===== config.mk =====
export PLATFORM = sky130hd
export DESIGN_NAME = dmem_access_ctrl
export DESIGN_NICKNAME = d
export VERILOG_FILES = /design/src/rtl/dmem_access_ctrl.sv
export SDC_FILE = /design/constraint.sdc
export NUM_CORES = 1
export LEC_CHECK = 0
export ABC_AREA = 1
export CAP_MARGIN = 20
export CORE_ASPECT_RATIO = 0.5
export CORE_UTILIZATION = 36
export CTS_BUF_LIST = sky130_fd_sc_hd__clkbuf_4 sky130_fd_sc_hd__clkbuf_8 sky130_fd_sc_hd__clkbuf_16
export DETAILED_ROUTE_END_ITERATION = 10
export HOLD_SLACK_MARGIN = 0.05
export PLACE_DENSITY = 0.76
export SETUP_SLACK_MARGIN = 0.1
export SYNTH_ARGS = -nofsm -noshare
export SYNTH_HDL_FRONTEND = slang
export SYNTH_SLANG_ARGS = --single-unit
export TNS_END_PERCENT = 20

===== constraint.sdc =====
create_clock -name clk -period 1.46 [get_ports clk]
set_input_delay 0.438 -clock clk [delete_from_list [all_inputs] [get_ports clk]]
set_output_delay 0.438 -clock clk [all_outputs]
set_load 0.03 [all_outputs]

===== src/rtl/dmem_access_ctrl.sv =====
// rtl/dmem_access_ctrl.sv - MEM-stage data-memory access sequencer with req/ack handshake, stall and error flags
module dmem_access_ctrl #(
  parameter int TIMEOUT = 16,
  parameter int CNT_W   = 5
) (
  input  logic        clk,
  input  logic        rst,
  input  logic        mm2reg,
  input  logic        mwmem,
  input  logic [31:0] malu_out,
  input  logic [31:0] mqb,
  output logic        dmem_req,
  output logic        dmem_we,
  output logic [31:0] dmem_addr,
  output logic [31:0] dmem_wdata,
  input  logic        dmem_ack,
  input  logic [31:0] dmem_rdata,
  output logic        mem_stall,
  output logic [31:0] mmo,
  output logic        mem_valid,
  output logic        mem_err
);

  typedef enum logic [1:0] {IDLE, ACCESS, DONE, ERR} state_t;

  state_t           state;
  state_t           state_nx;
  logic [CNT_W-1:0] cnt;
  logic             op;
  logic             aligned;
  logic             timeout_hit;

  assign op          = mm2reg | mwmem;
  assign aligned     = (malu_out[1:0] == 2'b00);
  assign timeout_hit = (cnt == CNT_W'(TIMEOUT - 1));

  // State register
  always_ff @(posedge clk) begin
    if (rst) state <= IDLE;
    else     state <= state_nx;
  end

  // Next-state decode and the combinational pipeline stall
  always_comb begin
    state_nx  = state;
    mem_stall = 1'b0;
    case (state)
      IDLE: begin
        if (op) begin
          mem_stall = 1'b1;
          state_nx  = aligned ? ACCESS : ERR;
        end
      end
      ACCESS: begin
        mem_stall = 1'b1;
        if (dmem_ack)         state_nx = DONE;
        else if (timeout_hit) state_nx = ERR;
      end
      DONE: begin
        // Pipeline advances at the end of this cycle
        state_nx = IDLE;
      end
      ERR: begin
        mem_stall = 1'b1;
      end
      default: state_nx = IDLE;
    endcase
  end

  // Request/data registers, timeout counter and status flags
  always_ff @(posedge clk) begin
    if (rst) begin
      dmem_req   <= 1'b0;
      dmem_we    <= 1'b0;
      dmem_addr  <= 32'd0;
      dmem_wdata <= 32'd0;
      mmo        <= 32'd0;
      mem_valid  <= 1'b0;
      mem_err    <= 1'b0;
      cnt        <= '0;
    end else begin
      case (state)
        IDLE: begin
          if (op && aligned) begin
            // Store wins when both load and store are flagged
            dmem_req   <= 1'b1;
            dmem_we    <= mwmem;
            dmem_addr  <= malu_out;
            dmem_wdata <= mqb;
            cnt        <= '0;
          end else if (op) begin
            mem_err <= 1'b1;
          end
        end
        ACCESS: begin
          if (dmem_ack) begin
            // Ack on the last count cycle still completes cleanly
            dmem_req  <= 1'b0;
            mem_valid <= 1'b1;
            if (!dmem_we) mmo <= dmem_rdata;
          end else if (timeout_hit) begin
            dmem_req <= 1'b0;
            mem_err  <= 1'b1;
          end else begin
            cnt <= cnt + CNT_W'(1);
          end
        end
        DONE: begin
          mem_valid <= 1'b0;
        end
        default: ;
      endcase
    end
  end

endmodule


==> flow_summary_export.csv, run 1 <==
group,metric,value,unit
place,place_area,0.006396,sq mm
clock_network,clockRootBuffer,"clkbuf_16",
clock_network,cts_max_level,3,
flow_run,maxCapViolCount,0,
cells_and_area,fin_nets,851,
clock_network,clockBufferDepth,2,
synth,yosys.area.top_type,"dfxtp_1",
critical_path,worst_setup_path_start_kind,"flop",
route,ant_nets,0,
global_routing,grt_pass1_vias,3927,
clock_network,numCtsBuffers,9,
cells_and_area,n_antenna_cell,0,
critical_path,end_kind,"primary output",
synth,yosysSeqAreaShare,52.68,%
route,drt_first_iter_violations,327,
clock_network,cts_tree,"done",
synth,synthCells,518,
cells_and_area,drive_gt1_share,37.52,%
hold_path,hp-class,"reg2reg",
critical_path,cp_slowest_cell,"dfxtp_4",
critical_path,rr_endpoint,"dmem_wdata[28]",
sta,holdWs,0.4607,ns
critical_path,r2r_start,"state[0]",
synth,synth_top_area_share,52.68,%
critical_path,critPathTopFamily,"flip-flops",
synth,async_reset_ff_share,0,%
pwr,p_leak,3.134,nW
critical_path,worstPathRequired,1.02,ns
floorplan,die_h,77.15,um
critical_path,cp_num_cells,5,
floorplan,initial_utilization,38.46,%
route,drc,9,
synth,netlist_area,0.004066,sq mm
synth,syn_nets,625,
run_status,violations,"design-rule violations, negative setup slack",
run_status,outcome,"complete, but fails checks",
sta,rsz0062_at_grt,"true",
critical_path,worstPathMaxFanout,4,
route,drt-pass1-iter-count,8,
critical_path,rrSetupSlack,-0.09,ns
floorplan,design.core.area,0.01057,sq mm
global_routing,grt.total_usage,20.37,%
pwr,powerDensity,1470,mW/mm^2
synth,synth_ff_type,"dfxtp_1",
hold_path,min_from,"dmem_addr[30]",
sta,tightest_slew,0.3745,ns
global_routing,overflow,0,
synth,synth_area_leaders,"dfxtp_1 (53%), nand2_1 (13%), a21oi_1 (7.6%)",
floorplan,die_x,152.3,um
synth,synth_edf_count,0,
synth,ys_ff_latch,107,
critical_path,reg2reg_depth,8,
sta,clock_skew,0.006766,ns
hold_path,holdPathEnd,"dmem_addr[30]",
clock_network,clkTransAtPathRegs,0.07,ns
critical_path,path_cells,"inv_4, ha_4, nand2_2, a21oi_4, buf_6",
critical_path,cp.arrival,1.26,ns
route,wl_per_cell,15.72,um
critical_path,critPathKind,"reg2out",
pwr,ir_worst_vdd,0.0008151,V
floorplan,die_area,0.01175,sq mm
sta,drv_slew,0,
route,wirelength,13.98,mm
sta,worst_slack,-0.2349,ns
clock_network,clk_latency,0.34,ns
route,viasPerCell,4.839,
place,hpwl,8.094,mm
sta,setup_viol,70,
sta,hold_viol,0,
global_routing,antenna_found_initial,0,
floorplan,top_level_ports,202,
sta,maxSlewHeadroom,75.03,%
cells_and_area,fin_area,0.007168,sq mm
place,port-buffer-count,201,
synth,avgSynthCellArea,7.850,sq um
cells_and_area,final-seq-area,0.002155,sq mm
synth,synth_cell_types,22,
sta,fmax,0.5900,GHz
critical_path,slowest_delay,0.37,ns
hold_path,whs_path_depth,2,
global_routing,grt_pass1_wl,19.53,mm
cells_and_area,multi_input_area,0.002037,sq mm
synth,synth_warnings,0,
global_routing,grt_start_max_net_pins,67,
sta,fin_crit_sh,116.1,%
route,vias,4302,
cells_and_area,area_growth_syn_to_layout,76.28,%
place,gp_congestion,0.7560,
clock_network,cts.sinks,107,
cells_and_area,fill_cells,824,
floorplan,rows,26,
sta,fin_crit,1.695,ns
critical_path,path_buf_inv,2,
-- worst min-delay path: cells and delay by family, from the launching register on --
kind,cells,cell delay (ns)
AO/OA/AOI/OAI,1,0.05
AND/OR/NAND/NOR,1,0.06
flip-flops,1,0.31
-- layer usage --
| metal | vias up | track usage (%) | wire [um] |
|---|---|---|---|
| met4 | 0 | 6.633 | 305 |
| met1 | 2036 | 24.59 | 5921 |
| met5 | - | 0 | 0 |
| met2 | 136 | 36.31 | 7022 |
| met3 | 30 | 4.296 | 729 |
| li1 | 2100 | - | - |
-- Yosys cell counts (8+ instances only) --
library cell,count
nand2_1,138
dfxtp_1,107
nor2_1,80
a21oi_1,62
o21ai_0,26
inv_1,16
nand2_2,13
buf_2,11
o21ai_1,11
a21oi_2,10
clkbuf_1,10
nand3_1,8
-- how the worst max path moves through the flow --
stage	slack (ns)	from	to
CTS	-0.25	state[0]	mem_stall
finish	-0.23	state[1]	mem_stall
global placement	-0.38	mwmem	mem_stall
floorplan	0.09	cnt[0]	state[1]
global route	-0.27	state[1]	mem_stall
detailed placement	-0.42	mm2reg	mem_stall
-- cell usage in the layout (no fill, tap or decap), types with 6 or more instances in the layout --
| cell | instances |
|---|---|
| inv_1 | 11 |
| nand2_1 | 103 |
| clkbuf_16 | 18 |
| a21oi_1 | 44 |
| buf_6 | 8 |
| o21ai_0 | 23 |
| nor2_1 | 70 |
| nand2_4 | 17 |
| clkdlybuf4s50_1 | 96 |
| nor2_2 | 8 |
| buf_4 | 54 |
| a21oi_2 | 27 |
| dfxtp_1 | 101 |
| buf_12 | 15 |
| nand2_2 | 31 |
| clkbuf_4 | 6 |
| buf_2 | 54 |
| o21ai_1 | 12 |
-- through the flow --
stage / setup TNS (ns) / power [mW] / setup slack (ns) / util (%) / cells
final: -1.816 / 10.54 / -0.2349 / 67.80 / 889
after global routing: -7.431 / 11.03 / -0.2743 / 67.80 / 889
after CTS: -0.2501 / 9.983 / -0.2501 / 63.04 / 870
after detailed placement: -30.60 / 7.233 / -0.4165 / 60.50 / 850
after global placement: -28.70 / 7.175 / -0.3838 / 60.50 / 850
after floorplan: 0 / 5.753 / 0.08719 / - / 518
-- area by class of cell --
class | count | share of cell area, %
Timing Repair Buffer | 247 | 33.18
Clock inverter | 6 | 1.327
Multi-Input combinational cell | 360 | 28.42
Clock buffer | 10 | 3.334
Sequential cell | 107 | 30.06
Tap cell | 140 | 2.444
Inverter | 19 | 1.239
-- kinds of logic (layout without fill, tap and decap cells) --
logic type	count (synthesis)	count (layout)	synth area share [%]
flops	107	107	52.68
simple gates	245	245	24.52
compound gates	109	109	14.34
fa+ha+maj	6	6	1.846
buf+inv	51	282	6.615
-- timing repair --
item | in CTS | in global routing
gates resized for setup | 375 | 61
gates cloned | 0 | 10
setup buffers | 4 | 10
hold buffers | 0 | 0
pin swaps | 43 | 17
endpoints found under the setup margin | 158 | 113
-- registers in the layout, indices dropped and copies added, names as in the netlist --
signal      count
dmem_addr      32
dmem_wdata     32
mmo            32
cnt             5
state           2
dmem_req        1
dmem_we         1
mem_err         1
mem_valid       1
-- power by group --
group | leakage, nW | total (mW) | internal [mW] | switching, mW
Clock | 0.164 | 2.69 | 1.57 | 1.12
Sequential | 0.874 | 3.60 | 3.35 | 0.256
Combinational | 2.10 | 4.24 | 1.81 | 2.43
Total | 3.13 | 10.5 | 6.73 | 3.81
Note: power is estimated with default switching activity, not from simulation.
==> inputs of run 2 (changes only) <==
PLACE_DENSITY = unset   (was 0.76)
PLACE_DENSITY_LB_ADDON = 0.2   (was unset)
==> run 2 against run 1 <==
Non-clock buffer count is 20 lower; highest routed layer unchanged; routed wire length is 14% lower; worst hold slack lost 0.0084 ns; the flow still finishes with violations (design-rule violations, negative setup slack); die area did not move.
==> flow_summary_export.csv, run 2 (synthesis results as in run 1) <==
group,metric,value,unit
sta,rsz0062_at_grt,"true",
pwr,p_leak,2.811,nW
run_status,violations,"design-rule violations, negative setup slack",
floorplan,die_area,0.01175,sq mm
route,drt-met1-wl,5.278,mm
hold_path,hp-class,"reg2reg",
sta,drv_slew,0,
sta,fin_crit,1.692,ns
sta,maxSlewHeadroom,76.67,%
sta,holdWs,0.4523,ns
cells_and_area,area_growth_syn_to_layout,69.60,%
global_routing,grt_start_max_net_pins,67,
sta,setup_viol,2,
clock_network,cts.sinks,107,
global_routing,antenna_found_initial,0,
sta,hold_viol,0,
cells_and_area,fill_cells,892,
pwr,powerDensity,1439,mW/mm^2
cells_and_area,utilization,65.23,%
cells_and_area,multi_input_area,0.002076,sq mm
route,viasPerCell,4.689,
place,port-buffer-count,201,
cells_and_area,largestRegisters,"dmem_addr x32, dmem_wdata x32, mmo x32",
cells_and_area,final_cell_mix,"nand2_1 (135), dfxtp_1 (102), clkdlybuf4s50_1 (95)",
flow_run,maxCapViolCount,0,
sta,fin_crit_sh,115.9,%
route,drc,13,
sta,tightest_slew,0.3500,ns
cells_and_area,fin_nets,831,
critical_path,critPathKind,"reg2out",
critical_path,worst_setup_path_start_kind,"flop",
clock_network,clockBufferDepth,2,
cells_and_area,drive_gt1_share,34.43,%
place,hpwl,7.734,mm
clock_network,numCtsBuffers,9,
route,drt-pass1-iter-count,8,
route,vias,4075,
place,gp_congestion,0.7339,
floorplan,rows,26,
critical_path,cp.arrival,1.25,ns
clock_network,clkTransAtPathRegs,0.07,ns
global_routing,grt.total_usage,20.20,%
critical_path,worstPathRequired,1.02,ns
sta,worst_slack,-0.2324,ns
clock_network,cts_tree,"done",
route,top_layer_used,"met4",
cells_and_area,final-seq-area,0.002156,sq mm
cells_and_area,mostFrequentLayoutCell,"nand2_1",
critical_path,worstPathMaxFanout,4,
route,ant_nets,0,
floorplan,die_h,77.15,um
global_routing,grt_pass1_wl,19.02,mm
route,drt_first_iter_violations,199,
clock_network,clockRootBuffer,"clkbuf_16",
global_routing,grt_pass1_vias,3919,
floorplan,design.core.area,0.01057,sq mm
run_status,outcome,"complete, but fails checks",
route,dr_wl_met3,886,um
sta,fmax,0.5909,GHz
clock_network,cts_max_level,3,
global_routing,overflow,0,
route,wirelength,11.99,mm
critical_path,end_kind,"primary output",
floorplan,initial_utilization,38.46,%
floorplan,top_level_ports,202,
route,wl_per_cell,13.79,um
cells_and_area,n_antenna_cell,0,
pwr,ir_worst_vdd,0.0008372,V
floorplan,die_x,152.3,um
route,dr_wl_met2,5.694,mm
sta,clock_skew,0.007312,ns
clock_network,clk_latency,0.34,ns
==> run 2: cell types whose count changed in the layout (fill, tap and decap cells not counted), sizes merged <==
cell,previous run,this run
buf,133,116
bufinv,2,0
clkbuf,25,22
clkdlybuf4s50,96,95
clkinvlp,0,2
dlygate4sd2,3,4
==> run 2: where the power goes <==
group	internal (mW)	total (mW)	switching, mW
Clock	1.20	2.32	1.13
Sequential	3.35	3.61	0.266
Combinational	1.71	3.98	2.28
Total	6.25	9.92	3.67
==> run 2: area by class of cell <==
cell class              instances  area share, %
flip-flops and latches        107          31.26
repair buffers                227          30.84
multi-input cells             360          30.10
clock buffers                  10          3.374
well taps                     140          2.540
inverters                      19          1.179
clock inverters                 6         0.7075
==> run 2: path summary, 6_finish.rpt <==
path	from	endpoint	slack, ns	cells after the start
max reg2reg	state[1]	mmo[17]	0	9
max	state[1]	mem_stall	-0.23	5
min	dmem_addr[0]	dmem_addr[0]	0.45	2
min reg2reg	dmem_addr[0]	dmem_addr[0]	0.45	2
==> run 2: what timing repair did <==
action	4_1_cts	5_1_grt
gates cloned	0	3
buffers inserted	2	1
hold buffers	0	0
endpoints found under the hold margin	0	0
setup endpoints to repair	131	100
gates resized for setup	345	71
pin swaps	52	29
==> run 2: through the flow <==
| stage | instances | worst slack (ns) | power [mW] | TNS [ns] | cell area [sq um] |
|---|---|---|---|---|---|
| floorplan | 518 | 0.08719 | 5.753 | 0 | 4155 |
| CTS | 865 | -0.2513 | 9.724 | -0.2513 | 6606 |
| global route | 869 | -0.2782 | 10.48 | -3.071 | 6897 |
| global placement | 847 | -0.3907 | 7.218 | -28.07 | 6386 |
| detailed placement | 847 | -0.4004 | 7.254 | -29.75 | 6386 |
| finish | 869 | -0.2324 | 9.924 | -0.2332 | 6897 |
==> run 2: layer usage <==
metal  vias up  GRT usage (%)
li1       2055              -
met4         0          5.612
met3        10          7.349
met5         -              0
met2       129          34.15
met1      1881          24.20
==> run 2: worst max-delay path, stage by stage (launching register included) <==
cell	delay [ns]
dfxtp_4	0.37
inv_4	0.07
ha_4	0.15
nand2_4	0.06
a21oi_4	0.12
buf_6	0.14
==> inputs of run 3 (changes only) <==
ABC_AREA = 0   (was 1)
CORE_UTILIZATION = 30   (was 36)
==> run 3 against run 2 <==
The flow finishes with violations (negative setup slack); clock power shrank 2%; combinational power about the same; first-iteration DRC count shrank 14%; critical path depth is 1 higher; fmax decreased by 3.5%; clock skew about the same.
==> flow_summary_export.csv, run 3 <==
group,metric,value,unit
route,drc,0,
place,gp_congestion,0.7425,
global_routing,grt_pass1_vias,3676,
sta,rsz0062_at_grt,"true",
run_status,outcome,"complete, but fails checks",
critical_path,slowest_delay,0.33,ns
cells_and_area,multi_input_area,0.002059,sq mm
route,viasPerCell,4.598,
cells_and_area,final_cell_mix,"nand2_1 (150), dfxtp_1 (102), clkdlybuf4s50_1 (97)",
sta,worst_slack,-0.2929,ns
synth,async_reset_ff_share,0,%
critical_path,critPathKind,"reg2out",
place,hpwl,7.855,mm
cells_and_area,final-seq-area,0.002151,sq mm
route,wl_per_cell,14.37,um
clock_network,cts_tree,"done",
route,drt-pass1-iter-count,4,
critical_path,reg2reg_depth,7,
floorplan,rows,28,
cells_and_area,utilization,58.78,%
route,wirelength,12.84,mm
synth,synth_area_leaders,"dfxtp_1 (55%), nand2_1 (19%), a21oi_1 (13%)",
cells_and_area,largestRegisters,"dmem_addr x32, dmem_wdata x32, mmo x32",
synth,netlist_area,0.003884,sq mm
pwr,powerDensity,1349,mW/mm^2
place,place_area,0.006459,sq mm
synth,synth_cell_types,28,
floorplan,top_level_ports,202,
hold_path,whs_path_depth,2,
floorplan,die_x,162.9,um
cells_and_area,mostFrequentLayoutCell,"nand2_1",
clock_network,clkTransAtPathRegs,0.07,ns
synth,netlist_top_cells_count,"nand2_1 (193), dfxtp_1 (107), a21oi_1 (103)",
synth,synthCells,493,
clock_network,numCtsBuffers,9,
route,drt_first_iter_violations,171,
critical_path,critPathTopFamily,"buffers and inverters",
critical_path,cp_num_cells,6,
flow_run,maxCapViolCount,0,
pwr,ir_worst_vdd,0.0005432,V
cells_and_area,drive_gt1_share,36.49,%
synth,syn_nets,600,
floorplan,die_area,0.01343,sq mm
synth,synth_ff_type,"dfxtp_1",
global_routing,antenna_found_initial,0,
sta,tightest_slew,0.3585,ns
critical_path,path_cells,"inv_2, ha_4, o21ai_4, buf_6, a21oi_4, buf_6",
cells_and_area,area_growth_syn_to_layout,84.54,%
critical_path,worst_setup_path_start_kind,"flop",
critical_path,end_kind,"primary output",
clock_network,clk_latency,0.34,ns
sta,hold_viol,0,
floorplan,initial_utilization,31.86,%
cells_and_area,fin_nets,831,
global_routing,overflow,0,
synth,synthMostInstantiatedCell,"nand2_1",
cells_and_area,fin_area,0.007167,sq mm
critical_path,path_buf_inv,3,
sta,maxSlewHeadroom,76.10,%
hold_path,min_from,"mmo[20]",
synth,yosysSeqAreaShare,55.15,%
clock_network,clockBufferDepth,2,
global_routing,grt.total_usage,16.59,%
place,dp_slack,-0.6990,ns
critical_path,worstPathRequired,1.02,ns
pwr,total_power,9.671,mW
route,vias,4111,
clock_network,cts.sinks,107,
sta,setup_viol,108,
clock_network,clockRootBuffer,"clkbuf_16",
global_routing,grt_start_max_net_pins,35,
floorplan,die_h,82.46,um
cells_and_area,n_antenna_cell,0,
hold_path,hp-class,"reg2reg",
critical_path,cp_slowest_cell,"dfxtp_2",
sta,fin_crit,1.753,ns
pwr,p_leak,2.891,nW
critical_path,cp.arrival,1.31,ns
critical_path,r2r_start,"cnt[0]",
run_status,violations,"negative setup slack",
synth,synth_warnings,0,
synth,avgSynthCellArea,7.878,sq um
cells_and_area,fill_cells,1084,
floorplan,design.core.area,0.01219,sq mm
synth,synth_edf_count,0,
sta,holdWs,0.4519,ns
sta,drv_slew,0,
route,ant_nets,0,
critical_path,crit_top_cell,"buf_6",
place,port-buffer-count,201,
sta,fin_crit_sh,120.1,%
synth,yosys.area.top_type,"dfxtp_1",
critical_path,cp-startpoint,"state[0]",
synth,ys_ff_latch,107,
sta,clock_skew,0.006957,ns
global_routing,grt_pass1_wl,17.51,mm
clock_network,hold_buffers,0,
critical_path,worstPathMaxFanout,2,
clock_network,cts_max_level,3,
synth,synth_top_area_share,55.15,%
sta,fmax,0.5705,GHz
[run 3: cell types whose count changed after synthesis, moves of 15 or more]
cell / change
nor2_1: -69
nand2_1: +55
a21oi_1: +41
o21ai_0: -22
clkbuf_1: +15
[run 3: power by group]
part / leakage (nW) / switching (mW) / internal [mW] / total [mW]
sequential: 0.871 / 0.189 / 3.23 / 3.42
combinational: 1.90 / 2.12 / 1.87 / 3.98
clock: 0.124 / 1.11 / 1.16 / 2.27
[run 3: tightest hold or removal path: cells and delay by family, from the launching register on]
kind / cells / cell delay (ns)
simple gates: 1 / 0.05
flops: 1 / 0.31
compound gates: 1 / 0.05
[run 3: worst paths after layout]
path / to / slack [ns]
hold / removal: mmo[20] / 0.45
hold reg to reg: mmo[20] / 0.45
setup reg to reg: cnt[3] / -0.29
setup / recovery: mem_stall / -0.29
[run 3: per-stage QoR]
step | setup TNS (ns) | std cells
global placement | -57.84 | 859
global route | -23.27 | 894
finish | -15.34 | 894
floorplan | -9.791 | 493
detailed placement | -60.24 | 859
CTS | -12.90 | 878
[run 3: layout make-up]
type | instances | share of cell area, %
clock buffers | 9 | 3.142
inverters | 4 | 0.2095
clock inverters | 7 | 0.7332
multi-input cells | 347 | 28.74
repair buffers | 255 | 34.29
well taps | 165 | 2.881
flip-flops and latches | 107 | 30.01
[run 3: logic make-up (layout without fill, tap and decap cells)]
kind of cell	count (synthesis)	count (layout)	synth area share, %
AO/OA/AOI/OAI	117	117	15.50
adder cells (fa/ha/maj)	6	6	1.933
buffers and inverters	39	275	4.027
flip-flops	107	107	55.15
multiplexers	3	3	0.7732
AND/OR/NAND/NOR	221	221	22.62
[run 3: metal layers]
layer	vias up	GRT usage (%)	part of all wire (%)	routed length (um)
li1	2079	-	-	-
met1	1920	19.21	44	5644
met2	103	29.02	48	6202
met3	9	6.044	6.7	860
met4	0	5.140	1.1	136
met5	-	0	0	0
[run 3: what timing repair did]
item,4_1_cts,5_1_grt
pin swaps,7,41
resized for setup,350,131
cloned,0,12
setup buffers,3,5
endpoints found under the setup margin,176,124
